### src/rtl/cpu_consts.sv
// Shared core constants: memory access sizes, LSU state encoding and
// small helpers used by the load/store unit.
package cpu_consts;

  // Decoded access width carried on the data_byte control field.
  typedef enum logic [1:0] {
    BYTE        = 2'd0,
    HALF_WORD   = 2'd1,
    WORD        = 2'd2,
    DOUBLE_WORD = 2'd3
  } mem_access_size_t;

  // Load/store unit bus-transaction state.
  typedef enum logic [1:0] {
    IDLE = 2'd0,
    REQ  = 2'd1,
    WAIT = 2'd2
  } lsu_state_t;

  // True when the access cannot be issued as a single aligned word access.
  // DOUBLE_WORD never fits on a 32-bit bus, so it always faults.
  function automatic logic access_faults(input mem_access_size_t size,
                                         input logic [1:0] addr_lo);
    logic fault;
    fault = 1'b0;
    case (size)
      BYTE:        fault = 1'b0;
      HALF_WORD:   fault = addr_lo[0];
      WORD:        fault = (addr_lo != 2'b00);
      DOUBLE_WORD: fault = 1'b1;
      default:     fault = 1'b1;
    endcase
    return fault;
  endfunction

  // Byte-lane enables for an aligned access within the addressed word.
  function automatic logic [3:0] byte_enables(input mem_access_size_t size,
                                              input logic [1:0] addr_lo);
    logic [3:0] be;
    be = 4'h0;
    case (size)
      BYTE:      be = 4'b0001 << addr_lo;
      HALF_WORD: be = 4'b0011 << addr_lo;
      WORD:      be = 4'hF;
      default:   be = 4'h0;
    endcase
    return be;
  endfunction

  // Replicate the store value across every lane so the byte enables alone
  // pick the destination bytes; the memory never has to shift data.
  function automatic logic [31:0] replicate_store(input mem_access_size_t size,
                                                  input logic [31:0] wdata);
    logic [31:0] lanes;
    lanes = wdata;
    case (size)
      BYTE:      lanes = {4{wdata[7:0]}};
      HALF_WORD: lanes = {2{wdata[15:0]}};
      default:   lanes = wdata;
    endcase
    return lanes;
  endfunction

endpackage

### src/rtl/load_data_formatter.sv
// Extracts the addressed byte/halfword from a bus read word and
// sign- or zero-extends it to the register width.
module load_data_formatter
  import cpu_consts::*;
#(
  parameter int XLEN = 32
) (
  input  logic [XLEN-1:0]  rdata,
  input  logic [1:0]       offset,
  input  mem_access_size_t size,
  input  logic             zero_extnd,
  output logic [XLEN-1:0]  result
);

  logic [7:0]  lane [4];
  logic [7:0]  sel_byte;
  logic [15:0] sel_half;
  logic        byte_sign;
  logic        half_sign;

  genvar gi;
  generate
    for (gi = 0; gi < 4; gi++) begin : g_lane
      assign lane[gi] = rdata[8*gi +: 8];
    end
  endgenerate

  assign sel_byte  = lane[offset];
  assign sel_half  = offset[1] ? rdata[31:16] : rdata[15:0];
  assign byte_sign = ~zero_extnd & sel_byte[7];
  assign half_sign = ~zero_extnd & sel_half[15];

  // Choose the field by access size and extend it to XLEN.
  always_comb begin
    result = '0;
    case (size)
      BYTE:      result = {{(XLEN-8){byte_sign}}, sel_byte};
      HALF_WORD: result = {{(XLEN-16){half_sign}}, sel_half};
      WORD:      result = rdata;
      default:   result = '0;
    endcase
  end

endmodule

### src/rtl/load_store_unit.sv
// Memory-access stage: issues one word-aligned req/gnt/rvalid bus
// transaction per request and returns formatted load data.
module load_store_unit
  import cpu_consts::*;
#(
  parameter int XLEN = 32
) (
  input  logic             clk,
  input  logic             reset,
  input  logic             req_valid_i,
  output logic             req_ready_o,
  input  logic             req_wr_i,
  input  mem_access_size_t req_size_i,
  input  logic             req_zero_extnd_i,
  input  logic [XLEN-1:0]  req_addr_i,
  input  logic [XLEN-1:0]  req_wdata_i,
  output logic             rsp_valid_o,
  output logic [XLEN-1:0]  rsp_rdata_o,
  output logic             rsp_fault_o,
  output logic             mem_req_o,
  input  logic             mem_gnt_i,
  output logic [XLEN-1:0]  mem_addr_o,
  output logic             mem_we_o,
  output logic [3:0]       mem_be_o,
  output logic [XLEN-1:0]  mem_wdata_o,
  input  logic [XLEN-1:0]  mem_rdata_i,
  input  logic             mem_rvalid_i
);

  lsu_state_t       state_reg;
  logic [1:0]       offset_reg;
  mem_access_size_t size_reg;
  logic             zero_extnd_reg;
  logic             accept;
  logic             req_fault;
  logic [XLEN-1:0]  load_result;

  // Ready is the only combinational output; reset blocks new accepts.
  assign req_ready_o = (state_reg == IDLE) & ~reset;
  assign accept      = req_valid_i & req_ready_o;
  assign req_fault   = access_faults(req_size_i, req_addr_i[1:0]);

  // Formatting uses the offset/size/extend latched at accept time.
  load_data_formatter #(.XLEN(XLEN)) u_formatter (
    .rdata      (mem_rdata_i),
    .offset     (offset_reg),
    .size       (size_reg),
    .zero_extnd (zero_extnd_reg),
    .result     (load_result)
  );

  // Transaction FSM with registered bus and response outputs.
  always_ff @(posedge clk) begin
    if (reset) begin
      state_reg      <= IDLE;
      offset_reg     <= 2'b00;
      size_reg       <= BYTE;
      zero_extnd_reg <= 1'b0;
      rsp_valid_o    <= 1'b0;
      rsp_rdata_o    <= '0;
      rsp_fault_o    <= 1'b0;
      mem_req_o      <= 1'b0;
      mem_addr_o     <= '0;
      mem_we_o       <= 1'b0;
      mem_be_o       <= 4'h0;
      mem_wdata_o    <= '0;
    end else begin
      // Response is a single-cycle pulse unless re-armed below.
      rsp_valid_o <= 1'b0;
      rsp_fault_o <= 1'b0;
      rsp_rdata_o <= '0;
      case (state_reg)
        IDLE: begin
          if (accept) begin
            if (req_fault) begin
              // Misaligned/illegal: answer immediately, no bus cycle.
              rsp_valid_o <= 1'b1;
              rsp_fault_o <= 1'b1;
            end else begin
              offset_reg     <= req_addr_i[1:0];
              size_reg       <= req_size_i;
              zero_extnd_reg <= req_zero_extnd_i;
              mem_req_o      <= 1'b1;
              mem_addr_o     <= {req_addr_i[XLEN-1:2], 2'b00};
              mem_we_o       <= req_wr_i;
              mem_be_o       <= byte_enables(req_size_i, req_addr_i[1:0]);
              mem_wdata_o    <= replicate_store(req_size_i, req_wdata_i);
              state_reg      <= REQ;
            end
          end
        end
        REQ: begin
          // Bus fields stay frozen until the grant is seen.
          if (mem_gnt_i) begin
            mem_req_o <= 1'b0;
            state_reg <= WAIT;
          end
        end
        WAIT: begin
          if (mem_rvalid_i) begin
            rsp_valid_o <= 1'b1;
            rsp_rdata_o <= mem_we_o ? '0 : load_result;
            state_reg   <= IDLE;
          end
        end
        default: begin
          mem_req_o <= 1'b0;
          state_reg <= IDLE;
        end
      endcase
    end
  end

endmodule

### config.mk
export PLATFORM = sky130hd
export DESIGN_NAME = load_store_unit
export DESIGN_NICKNAME = d
export VERILOG_FILES = /design/src/rtl/cpu_consts.sv /design/src/rtl/load_data_formatter.sv /design/src/rtl/load_store_unit.sv
export SDC_FILE = /design/constraint.sdc
export NUM_CORES = 1
export LEC_CHECK = 0
export CORE_MARGIN = 2
export CORE_UTILIZATION = 41
export DETAILED_ROUTE_END_ITERATION = 12
export PLACE_DENSITY_LB_ADDON = 0.05
export RECOVER_POWER = 25
export SYNTH_ARGS = -nofsm -noshare
export SYNTH_HDL_FRONTEND = slang
export SYNTH_SLANG_ARGS = --single-unit
### constraint.sdc
create_clock -name clk -period 2 [get_ports clk]
set_clock_uncertainty 0.2 [all_clocks]
set_input_delay 0.2 -clock clk [delete_from_list [all_inputs] [get_ports clk]]
set_output_delay 0.2 -clock clk [all_outputs]
set_load 0.01 [all_outputs]
Word-level counts from Yosys, hierarchy flattened

Cells that the tools add are included.
W data, S select, Z words.

Bits in registers: 109
Input bits: 105
Output and inout port bits: 105
Logic and storage cells: 67

Order comparisons: 1
Equal/unequal tests: 11
Shift operators: 2
Mux-type cells: 21
Bitwise gates (word level): 11
Reductions and logical operators: 9

Operator list:

| kind                  | number |
|---|---|
| $pmux W32 S3          | 1 |
| $pmux W32 S2          | 1 |
| $bmux W8 S2           | 1 |
| $mux W16              | 1 |
| $mux W8               | 2 |
| $pmux W4 S3           | 1 |
| $eq A2 B2 Y1 const B  | 4 |
| $mux W2               | 4 |
| $ne A2 B2 Y1 const B  | 4 |
| $reduce_and A4 Y1     | 2 |
| $eq A2 B1 Y1 const B  | 3 |
| $logic_not A2 Y1      | 3 |
| $mux W1               | 6 |
| $not A1 Y1            | 6 |
| $pmux W2 S3           | 1 |
| $and A1 B1 Y1         | 4 |
| $pmux W1 S4           | 1 |
| $reduce_or A4 Y1      | 1 |
| $shl A1 B2 Y4 const A | 1 |
| $shl A2 B2 Y4 const A | 1 |
| $ge A3 B3 Y1 const B  | 1 |
| $not A2 Y3            | 1 |
| $pmux W1 S3           | 1 |
| $reduce_and A3 Y1     | 1 |
| other kinds (3)       | 3 |

Depth between registers and ports, before layout

Depth after elaboration: 6
Gate-level depth with buffers: 8
Mapped depth without buffers: 4

Hierarchy

From an unflattened synthesis, not the netlist that was laid out.

Cells, all modules: 509
Area, all modules: 5154.9 sq um

By module, submodules not included:

| module              | times used | cells an instance | area an instance (sq um) |
|---|---|---|---|
| load_store_unit     | 1          | 386               | 4256.6 |
| load_data_formatter | 1          | 123               | 898.4 |

Least setup slack after synthesis

Ideal clock, no wire load.

Kind: register to register
From: register offset_reg[1]
To: register rsp_rdata_o[16]
Setup time: 132 ps
Arrival: 1393 ps
Path slack: 274 ps
Cell stages (with the launch flop): 5
Path buffers: 1
Period minus slack after synthesis: 1726 ps
Path through: dfxtp_1 -> mux2_2 -> a31oi_1 -> buf_2 -> a21oi_1

Cells in the longest elaborated chain, start to end: 6

RTL lines:

| what                                       | line                      | source |
|---|---|---|
| from (decl)                                | load_store_unit.sv:31     | `logic [1:0] offset_reg;` |
| from (signal assigned)                     | load_store_unit.sv:80     | `offset_reg <= req_addr_i[1:0];` |
| $not A2 Y3 (implied by the code)           | load_data_formatter.sv:28 | `assign sel_byte = lane[offset];` |
| $bmux W8 S2                                | load_data_formatter.sv:28 |  |
| $mux W8 (implied by the code) (2 in a row) | load_data_formatter.sv:28 |  |
| $and A1 B1 Y1                              | load_data_formatter.sv:30 | `assign byte_sign = ~zero_extnd & sel_byte[7];` |
| $pmux W32 S3 *                             | load_data_formatter.sv:36 | `case (size)` |
| to (signal assigned)                       | load_store_unit.sv:102    | `rsp_rdata_o <= mem_we_o ? '0 : load_result;` |
| to (decl)                                  | load_store_unit.sv:18     | `output logic [XLEN-1:0] rsp_rdata_o,` |

Every way passes the cells marked *; elsewhere a longest branch is shown, timed or not. The select of a mux whose other input is x is not followed.
A chain may end at the register's enable or synchronous reset.

Final worst setup path

From: register state_reg[0]
To: register mem_addr_o[7]

Cells in the longest elaborated chain, start to end: 4

RTL lines:

| what                          | line                                         | source |
|---|---|---|
| from (decl)                   | load_store_unit.sv:30                        | `lsu_state_t state_reg;` |
| from (signal assigned)        | load_store_unit.sv:55                        | `state_reg <= IDLE;` |
| from (signal assigned)        | load_store_unit.sv:88                        | `state_reg <= REQ;` |
| from (signal assigned)        | load_store_unit.sv:96                        | `state_reg <= WAIT;` |
| $logic_not A2 Y1 *            | load_store_unit.sv:39, load_store_unit.sv:72 |  |
| $and A1 B1 Y1                 | load_store_unit.sv:39                        | `assign req_ready_o = (state_reg == IDLE) & ~reset;` |
| $and A1 B1 Y1                 | load_store_unit.sv:40                        | `assign accept = req_valid_i & req_ready_o;` |
| $reduce_and A3 Y1 (no line) * | -                                            |  |
| to (signal assigned)          | load_store_unit.sv:84                        | `mem_addr_o <= {req_addr_i[XLEN-1:2], 2'b00};` |
| to (decl)                     | load_store_unit.sv:22                        | `output logic [XLEN-1:0] mem_addr_o,` |

Every way passes the cells marked *; elsewhere a longest branch is shown, timed or not.

==> summary.md <==
| Metric | Value |
|---|---|
| Clock-pin slew on the worst setup and hold paths | `100 ps` |
| Worst skew pair latency | `350 ps` |
| Crit path max fanout | `46` |
| I/O pins | `210` |
| Final hold vios | `0` |
| WL per Instance | `14.89 um` |
| Cell Chain, Critical Path | `nor4b_4 -> clkbuf_1 -> o21ai_4 -> buf_12 -> nand2_1 -> a21oi_1` |
| Post-route clock period utilization | `92.44%` |
| Switching share of power | `25.26%` |
| Worst Max-Slew Pin Slew | `801.5 ps` |
| Minimum clock period | `1849 ps` |
| First-pass detailed-route iteration total | `7` |
| Register area share after synthesis | `50.30%` |
| Overall Global Routing Usage | `22.13%` |
| FMAX | `540.9 MHz` |
| Pint | `3.280 mW` |
| Horiz. Die Dim | `106.9 um` |
| Critical-path top delay cell | `dfxtp_1` |
| H-tree levels | `3` |
| Placement Rows | `37` |
| Largest registers | `mem_wdata_o: 32 flops, rsp_rdata_o: 32 flops, mem_addr_o: 30 flops` |
| Via Count | `4235` |
| Post-DP HPWL | `9.415 mm` |
| Nets@finish | `813` |
| Clock network power share | `31.1%` |
| Global-route wire length before repair | `20.24 mm` |
| Finished Layout Cells | `849` |
| Antenna-violating nets left | `0` |
| Max VDD drop | `462.4 uV` |
| Slew Limit Fails | `0` |
| Vias in the first global route | `4235` |
| Largest net degree at the start of global routing | `77` |
| PortBufs | `207` |
| Final Wtd Congestion | `0.8397` |
| P&R area growth vs syn | `56.71%` |
| Comb pwr share | `17.1%` |
| TritonCTS buffer count | `9` |
| Fillers | `921` |
| WHS | `149.7 ps` |
| WP data required | `2020 ps` |
| Clk root buf | `clkbuf_8` |
| Clock Path Buffers | `2` |
| Largest stage delay, worst path | `420 ps` |
| Inst Count DP | `833` |
| Layout cells sized above 1 | `7.574%` |
| Full die area | `11420 um^2` |
| Leakage | `2.563 nW` |
| Seq pwr share | `51.8%` |
| Core Region | `10280 um^2` |
| Critical Path AT | `1870 ps` |
| Final Util | `66.14%` |
| Die height | `106.9 um` |
| Yosys warnings | `0` |
| Ant diodes | `0` |
| Antenna violations before repair | `0` |
| Critical Path Sink Type | `register` |
| Yosys cell types | `33` |
| Syn avg cell area | `8.489 um^2` |
| Critical setup path kind | `reg -> reg` |
| Synthesized flop and latch total | `109` |
| Starting density of the core | `42.21%` |
| Clock tree from TritonCTS | `done` |
| Cells after synthesis | `511` |
| Aggregate routed wire length | `12.64 mm` |
| Synthesized area | `4338 um^2` |
| Final Setup Violations | `0` |
| Reg2reg setup slack | `150 ps` |
| Max cap viols | `0` |
| Critical Path Source Type | `register` |
| HP Class | `in -> reg` |
| Clock Sinks | `109` |
| Via-per-instance ratio | `4.988` |
| PD cells | `645.6 nW/um^2` |
| Global route overflow | `0` |
| Status | `complete, no violations` |
| Number of setup buffers added after CTS | `0` |
| RSZ-0062 raised after global routing | `false` |
| Slew margin rel. | `46.56%` |
| NetSw | `1.109 mW` |
| # DRC | `0` |
| Multi-input gate area | `1953 um^2` |
| DR iter-0 viols | `157` |
| Register area | `2182 um^2` |
-- layout make-up --
class                      count  area share [%]
timing repair buffer         229           33.63
multi-input combinational    359           28.73
tap                          136           2.503
clock buffer                  10           2.025
sequential                   109           32.10
clock inverter                 6           1.012
-- layer usage --
metal,track usage (%),wire (um)
met2,38.54,6221
met4,7.514,227
met3,6.079,1082
met5,0,0
met1,26.21,5109
-- power groups by stage --
stage	Combinational [mW]	Sequential (mW)	Clock, mW
after floorplan	0.294	2.34	0
after global placement	0.747	2.32	0
after detailed placement	0.761	2.32	0
after CTS	0.763	2.27	1.41
after global routing	0.816	2.28	1.50
final	0.753	2.27	1.36
-- worst paths after layout --
kind / endpoint / cells after the start / startpoint
worst max-delay path: mem_addr_o[7]$_SDFFE_PP0P_ / 6 / state_reg[0]$_SDFFE_PP0P_
worst min-delay path: mem_we_o$_SDFFE_PP0P_ / 5 / reset
worst max register to register: mem_addr_o[7]$_SDFFE_PP0P_ / 6 / state_reg[0]$_SDFFE_PP0P_
worst min register to register: mem_addr_o[16]$_SDFFE_PP0P_ / 2 / mem_addr_o[16]$_SDFFE_PP0P_
-- through the flow --
stage               cell area [um^2]  setup TNS (ps)  worst slack (ps)  power, mW
global route                    6798               0             41.08      4.600
detailed placement              6594          -225.5            -59.01      3.084
finish                          6798               0             151.3      4.389
CTS                             6799               0             149.5      4.448
floorplan                       4342               0             274.3      2.636
global placement                6594               0             30.79      3.069
-- cell usage after synthesis --
library cell,instances,area [um^2]
clkbuf_2,1,5.000
buf_2,14,70.07
nand2_1,134,503.0
nor3b_2,1,12.51
a22oi_1,10,75.07
nor2b_1,6,37.54
clkbuf_1,18,67.56
a21oi_1,82,410.4
conb_1,1,3.750
and2_1,1,6.260
nor2_2,1,6.260
o21bai_2,1,11.26
nor3b_1,1,7.510
nor2_1,31,116.4
buf_1,3,11.26
a311oi_1,1,8.760
nor3_1,7,35.03
buf_4,5,37.54
o21a_1,1,7.510
mux2_2,9,101.4
mux2i_1,25,250.2
a222oi_1,7,70.07
dfxtp_1,109,2182
a211oi_1,16,120.1
nor4b_4,1,23.77
o21ai_0,14,70.07
o32a_1,1,10.01
buf_6,3,33.78
nand4_1,1,6.260
nor4_1,1,6.260
a31oi_1,2,12.51
or2_2,2,12.51
nand2b_1,1,6.260
-- repair_timing --
item	in CTS	in global routing
endpoints found under the setup margin	1	3
hold buffers	0	0
resized for setup	1	1
cloned	0	0
-- layout by cell type (no fill, tap or decap), types with 2 or more instances in the layout --
| master | n |
|---|---|
| buf_12 | 5 |
| inv_6 | 2 |
| dlygate4sd3_1 | 47 |
| or2_2 | 2 |
| a222oi_1 | 7 |
| dfxtp_1 | 109 |
| a211oi_1 | 16 |
| clkdlybuf4s50_1 | 158 |
| nor2_1 | 31 |
| o21ai_0 | 13 |
| a31oi_1 | 2 |
| conb_1 | 2 |
| buf_4 | 15 |
| mux2_2 | 9 |
| a21oi_1 | 82 |
| clkbuf_1 | 2 |
| nor2b_1 | 6 |
| nor3_1 | 7 |
| clkbuf_8 | 10 |
| a22oi_1 | 10 |
| mux2i_1 | 25 |
| nand2_1 | 134 |
-- kinds of logic (layout without fill, tap and decap cells) --
group | Yosys count | in the layout | share of synthesized area [%]
buffers and inverters | 44 | 245 | 5.192
AOI/OAI and AO/OA | 135 | 135 | 18.34
muxes | 34 | 34 | 8.105
other | 1 | 2 | 0.08645
and+or+nand+nor | 188 | 188 | 17.97
DFF | 109 | 109 | 50.30
-- worst max-delay path: cells and delay by family, from the launching register on --
kind	cells	cell delay [ps]
simple gates	2	430
flops	1	420
compound gates	2	180
buf+inv	2	460
(Power assumes the default switching activity.)
